<file path="config.mk">
export PLATFORM = sky130hd
export DESIGN_NAME = contador_param_flat
export DESIGN_NICKNAME = d
export VERILOG_FILES = /design/src/rtl/contador_param_if.sv /design/src/rtl/contador_param.sv /design/src/flat_wrapper.sv
export SDC_FILE = /design/constraint.sdc
export NUM_CORES = 1
export LEC_CHECK = 0
export CORE_MARGIN = 8
export CORE_UTILIZATION = 30
export DETAILED_ROUTE_END_ITERATION = 8
export SLEW_MARGIN = 30
export SYNTH_ARGS = -nofsm -noshare
export SYNTH_HDL_FRONTEND = slang
export SYNTH_SLANG_ARGS = --single-unit
</file>
<file path="constraint.sdc">
create_clock -name clk -period 1.75 [get_ports clk]
set_input_delay 0.2625 -clock clk [delete_from_list [all_inputs] [get_ports clk]]
set_output_delay 0.2625 -clock clk [all_outputs]
set_load 0.05 [all_outputs]
</file>
<file path="src/rtl/contador_param_if.sv">
// rtl/contador_param_if.sv - control/status bus for one contador_param stage
interface contador_param_if #(
   parameter int WIDTH = 4
) ();
   logic             enable;
   logic             cin;
   logic [1:0]       mode;
   logic [WIDTH-1:0] D;
   logic             clr_ovf;
   logic [WIDTH-1:0] Q;
   logic             rco;
   logic             load;
   logic             ovf;
   logic             cout;

   modport master (
      output enable, cin, mode, D, clr_ovf,
      input  Q, rco, load, ovf, cout
   );

   modport slave (
      input  enable, cin, mode, D, clr_ovf,
      output Q, rco, load, ovf, cout
   );
endinterface

</file>
<file path="src/rtl/contador_param.sv">
// rtl/contador_param.sv - cascadable up/down/step/load counter with wrap or saturate policy
module contador_param #(
   parameter int WIDTH     = 4,
   parameter int STEP      = 3,
   parameter int SATURATE  = 0,
   parameter int RESET_VAL = 0
) (
   input logic              clk,
   input logic              reset,
   contador_param_if.slave  bus
);
   localparam logic [1:0]       MODE_UP   = 2'b00;
   localparam logic [1:0]       MODE_DN   = 2'b01;
   localparam logic [1:0]       MODE_STEP = 2'b10;
   localparam logic [1:0]       MODE_LOAD = 2'b11;
   localparam logic [WIDTH:0]   STEP_W    = (WIDTH+1)'(STEP);
   localparam logic [WIDTH-1:0] RST_Q     = WIDTH'(RESET_VAL);
   localparam bit               SAT       = (SATURATE != 0);

   logic [WIDTH-1:0] q;
   logic             rco_r;
   logic             load_r;
   logic             ovf_r;

   logic             act;
   logic             bnd;
   logic             count_evt;
   logic [WIDTH-1:0] nxt;
   logic [WIDTH:0]   up_w;
   logic [WIDTH:0]   dn_w;
   logic [WIDTH:0]   st_w;

   // Next-count and boundary (carry/borrow) detection, one extra bit wide
   always_comb begin
      act  = bus.enable & bus.cin;
      up_w = {1'b0, q} + {{WIDTH{1'b0}}, 1'b1};
      dn_w = {1'b0, q} - {{WIDTH{1'b0}}, 1'b1};
      st_w = {1'b0, q} - STEP_W;
      bnd  = 1'b0;
      nxt  = q;
      case (bus.mode)
         MODE_UP: begin
            bnd = up_w[WIDTH];
            nxt = (bnd && SAT) ? q : up_w[WIDTH-1:0];
         end
         MODE_DN: begin
            bnd = dn_w[WIDTH];
            nxt = (bnd && SAT) ? q : dn_w[WIDTH-1:0];
         end
         MODE_STEP: begin
            bnd = st_w[WIDTH];
            nxt = (bnd && SAT) ? '0 : st_w[WIDTH-1:0];
         end
         default: begin
            bnd = 1'b0;
            nxt = bus.D;
         end
      endcase
      count_evt = act & (bus.mode != MODE_LOAD) & bnd;
   end

   // Count/load register with pulse outputs and sticky overflow (set beats clear)
   always_ff @(posedge clk or posedge reset) begin
      if (reset) begin
         q      <= RST_Q;
         rco_r  <= 1'b0;
         load_r <= 1'b0;
         ovf_r  <= 1'b0;
      end else begin
         rco_r  <= 1'b0;
         load_r <= 1'b0;
         if (bus.mode == MODE_LOAD) begin
            // loading is local to this stage, so the carry-in does not gate it
            if (bus.enable) begin
               q      <= bus.D;
               load_r <= 1'b1;
            end
         end else if (act) begin
            q     <= nxt;
            rco_r <= bnd;
         end
         if (count_evt) begin
            ovf_r <= 1'b1;
         end else if (bus.clr_ovf) begin
            ovf_r <= 1'b0;
         end
      end
   end

   assign bus.Q    = q;
   assign bus.rco  = rco_r;
   assign bus.load = load_r;
   assign bus.ovf  = ovf_r;
   assign bus.cout = ~reset & count_evt;
endmodule

</file>
<file path="src/flat_wrapper.sv">
// flat-port wrapper written by rule: the top's interface ports become plain ports
module contador_param_flat 
#(
   parameter int WIDTH     = 4,
   parameter int STEP      = 3,
   parameter int SATURATE  = 0,
   parameter int RESET_VAL = 0
)
  (clk, reset, bus_enable, bus_cin, bus_mode, bus_D, bus_clr_ovf, bus_Q, bus_rco, bus_load, bus_ovf, bus_cout);
  contador_param_if #(.WIDTH(WIDTH)) bus_i ();
  input logic clk;
  input logic reset;
  input wire logic [$bits(bus_i.enable)-1:0] bus_enable;
  input wire logic [$bits(bus_i.cin)-1:0] bus_cin;
  input wire logic [$bits(bus_i.mode)-1:0] bus_mode;
  input wire logic [$bits(bus_i.D)-1:0] bus_D;
  input wire logic [$bits(bus_i.clr_ovf)-1:0] bus_clr_ovf;
  output wire logic [$bits(bus_i.Q)-1:0] bus_Q;
  output wire logic [$bits(bus_i.rco)-1:0] bus_rco;
  output wire logic [$bits(bus_i.load)-1:0] bus_load;
  output wire logic [$bits(bus_i.ovf)-1:0] bus_ovf;
  output wire logic [$bits(bus_i.cout)-1:0] bus_cout;
  assign bus_i.enable = bus_enable;
  assign bus_i.cin = bus_cin;
  assign bus_i.mode = bus_mode;
  assign bus_i.D = bus_D;
  assign bus_i.clr_ovf = bus_clr_ovf;
  assign bus_Q = bus_i.Q;
  assign bus_rco = bus_i.rco;
  assign bus_load = bus_i.load;
  assign bus_ovf = bus_i.ovf;
  assign bus_cout = bus_i.cout;
  contador_param #(.WIDTH(WIDTH), .STEP(STEP), .SATURATE(SATURATE), .RESET_VAL(RESET_VAL)) u_core (.clk(clk), .reset(reset), .bus(bus_i));
endmodule
</file>
==> impl_metrics.toml <==
[run_status]
status = "finished, violations left"
violations = "setup timing"

[worst_setup_path]
crit_chain = "ha_4, nor2_4, a22oi_2, o31ai_2, nand2_1, nor2_4, buf_12"
start_kind = "flop"
cp.arrival_ns = 1.64
slowest_delay_ns = 0.43
cpMostUsedCell = "nor2_4"
critPathCaptureType = "output pin"
critical_path_class = "flop to output pin"
required_ns = 1.49
cpLargestDelayFamily = "flip-flops"
critPathMaxFanout = 3
path_buf_inv = 1
critical_path.slowest_cell = "dfrtp_2"

[global_route]
grt_pass1_vias = 570
grt_start_max_net_pins = 10
track_usage = 0.0993
grt_pass1_wl_um = 2640
grt.overflow.total = 0
antenna_found_initial = 0

[route]
drt.antenna.violating_nets = 0
wl_per_cell_um = 13.4
vias = 564
wl_um = 1480
first_pass_iters = 4
viasPerCell = 5.08
drcViolationCount = 0
drt-initial-drc-count = 28

[timing]
period_needed_ns = 1.91
fmax_mhz = 525
layout_worst_path_cycle_share = 1.09
max_slew_margin = 0.665
setup_viol = 1
worst_slew_pin_slew_ns = 0.500
maxSlewViolCount = 0
fin_skew_ns = 0.00118
rsz0062_at_grt = "yes"
fin_ws_ns = -0.156
hold_violations = 0

[placement]
pre_cts_slack_ns = -0.260
post_dp_cell_area_um2 = 797
portBuffers = 18
place_hpwl_um = 1230
place_inst = 105
gp_congestion = 0.822

[finish]
fin_cells = 111
final_util = 0.507
diodes = 0
nNetsFinal = 108
syn_to_final_growth_pct = 61.3
layout-drive-gt1-share = 0.372
fillers = 178
final_area_um2 = 856

[floorplanning]
core_um2 = 1690
die_w_um = 58.1
ios = 19
fp-row-count = 15
dieArea_um2 = 3370
die_y_um = 58.1
start_util = 0.314

[clock_network]
cts_buffer_depth = 2
cts_hold_buf = 0
clock-sinks = 7
cts_made_buffers = 3
clk_pin_slew_worst_paths_ns = 0.05
insertion_delay_ns = 0.25
cts-root-buf = "clkbuf_4"
cts_tree = "built"
htreeDepth = 1

[min_path]
holdCritPathClass = "primary input to async pin"

[synthesis]
synth_cells = 63
synth_edf_count = 0
syn-cell-area_um2 = 531
synth_top_area_frac = 0.330
ys_types = 28
yosysSeqAreaShare = 0.330
synthFlopType = "dfrtp_1"
async_reset_ff_frac = 1.00
netlist_top_cells_area = "dfrtp_1, buf_6, ha_1"
syn_nets = 76
ys_ff_latch = 7
yosysMostFrequentCell = "dfrtp_1"
ys.warnings.count = 0
post_synth.cell_area_avg_um2 = 8.42
synth_top_area_cell = "dfrtp_1"
synth_common_cells = "dfrtp_1, inv_1, nand2_1, o21ai_0"

[power]
power.share.clock = 0.181
ir_drop_uv = 426
p_int_w = 0.000466
power_frac_seq = 0.296
design_power_total_w = 0.000804
combPwrFrac = 0.523
p_per_area_nw_per_um2 = 939
switchingPower_w = 0.000338
p_leak_nw = 0.382
switching_share = 0.421

[run]
max_cap_viol_count = 0
[logic make-up after synthesis]
kind of cell | after synthesis | synth area share
xor gates and xnor gates | 2 | 0.0330
and+or+nand+nor | 21 | 0.217
buffers and inverters | 10 | 0.116
adders and majority gates | 2 | 0.0472
AOI/OAI and AO/OA | 21 | 0.257
DFF | 7 | 0.330
[placed cells by master (no fill, tap or decap), types with 2 or more instances in the layout]
master | synthesis | layout
xnor2_1 | 2 | 2
nand3_1 | 3 | 3
o21ai_0 | 5 | 5
inv_2 | 0 | 2
nor2_4 | 0 | 2
dlygate4sd2_1 | 0 | 2
dfrtp_1 | 7 | 4
nand2b_1 | 3 | 3
a311oi_1 | 2 | 2
buf_4 | 0 | 18
o21ai_1 | 2 | 2
nand2_1 | 5 | 5
a31oi_1 | 3 | 3
clkdlybuf4s50_1 | 0 | 10
inv_1 | 6 | 4
clkbuf_4 | 0 | 3
dfrtp_2 | 0 | 3
[power groups by stage]
stage	Combinational (W)	Clock (W)	Sequential, W
final	0.000420	0.000145	0.000238
after global routing	0.000461	0.000158	0.000244
after CTS	0.000407	0.000150	0.000236
after detailed placement	0.000400	0	0.000238
after global placement	0.000398	0	0.000237
after floorplan	0.000184	0	0.000315
[final cells by class]
type                            instances  area (um^2)  share of cell area
Timing Repair Buffer                   31          273               0.319
Clock buffer                            4         26.3              0.0307
Tap cell                               17         21.3              0.0249
Multi-Input combinational cell         46          334               0.390
Sequential cell                         7          179               0.209
Inverter                                6         22.5              0.0263
[worst paths after layout]
| check | startpoint | to | slack [ns] | depth (start not counted) |
|---|---|---|---|---|
| max | u_core.bus.Q[1]$_DFFE_PP0P_ | bus_cout | -0.16 | 7 |
| min | reset | u_core.bus.ovf$_DFFE_PP0P_ | 0.33 | 2 |
| max reg2reg | u_core.bus.Q[0]$_DFFE_PP0P_ | u_core.bus.Q[3]$_DFFE_PP0P_ | 0.19 | 6 |
| min reg2reg | u_core.bus.ovf$_DFFE_PP0P_ | u_core.bus.ovf$_DFFE_PP0P_ | 0.55 | 2 |
| max in group asynchronous | reset | u_core.bus.Q[2]$_DFFE_PP0P_ | 1.19 | 2 |
| min in group clk | u_core.bus.ovf$_DFFE_PP0P_ | u_core.bus.ovf$_DFFE_PP0P_ | 0.55 | 2 |
[metrics by stage]
step                TNS, ns  hold slack [ns]
floorplan           -0.0557           0.0657
global placement     -0.351            0.538
detailed placement   -0.408            0.553
CTS                  -0.206            0.338
global route         -0.287            0.383
finish               -0.156            0.328
[flip-flops by register name (all words and copies together), names as in the netlist]
name / flops
u_core.bus.load: 1
u_core.bus.ovf: 1
u_core.bus.rco: 1
u_core.bus.Q: 4
[routing by layer]
metal  global-route usage  wire length, um  vias to the layer above
met5                    0                0                        -
met4               0.0420                6                        0
met3               0.0397              114                        2
met2                0.150              674                       17
met1                0.121              688                      258
li1                     -                -                      287
[what timing repair did]
action                     4_1_cts  5_1_grt
setup endpoints to repair        1        1
pin swaps                        6        5
cloned                           0        0
setup buffers                    1        1
resized for setup                4        4
No activity file was read; power rests on OpenSTA's default activity.
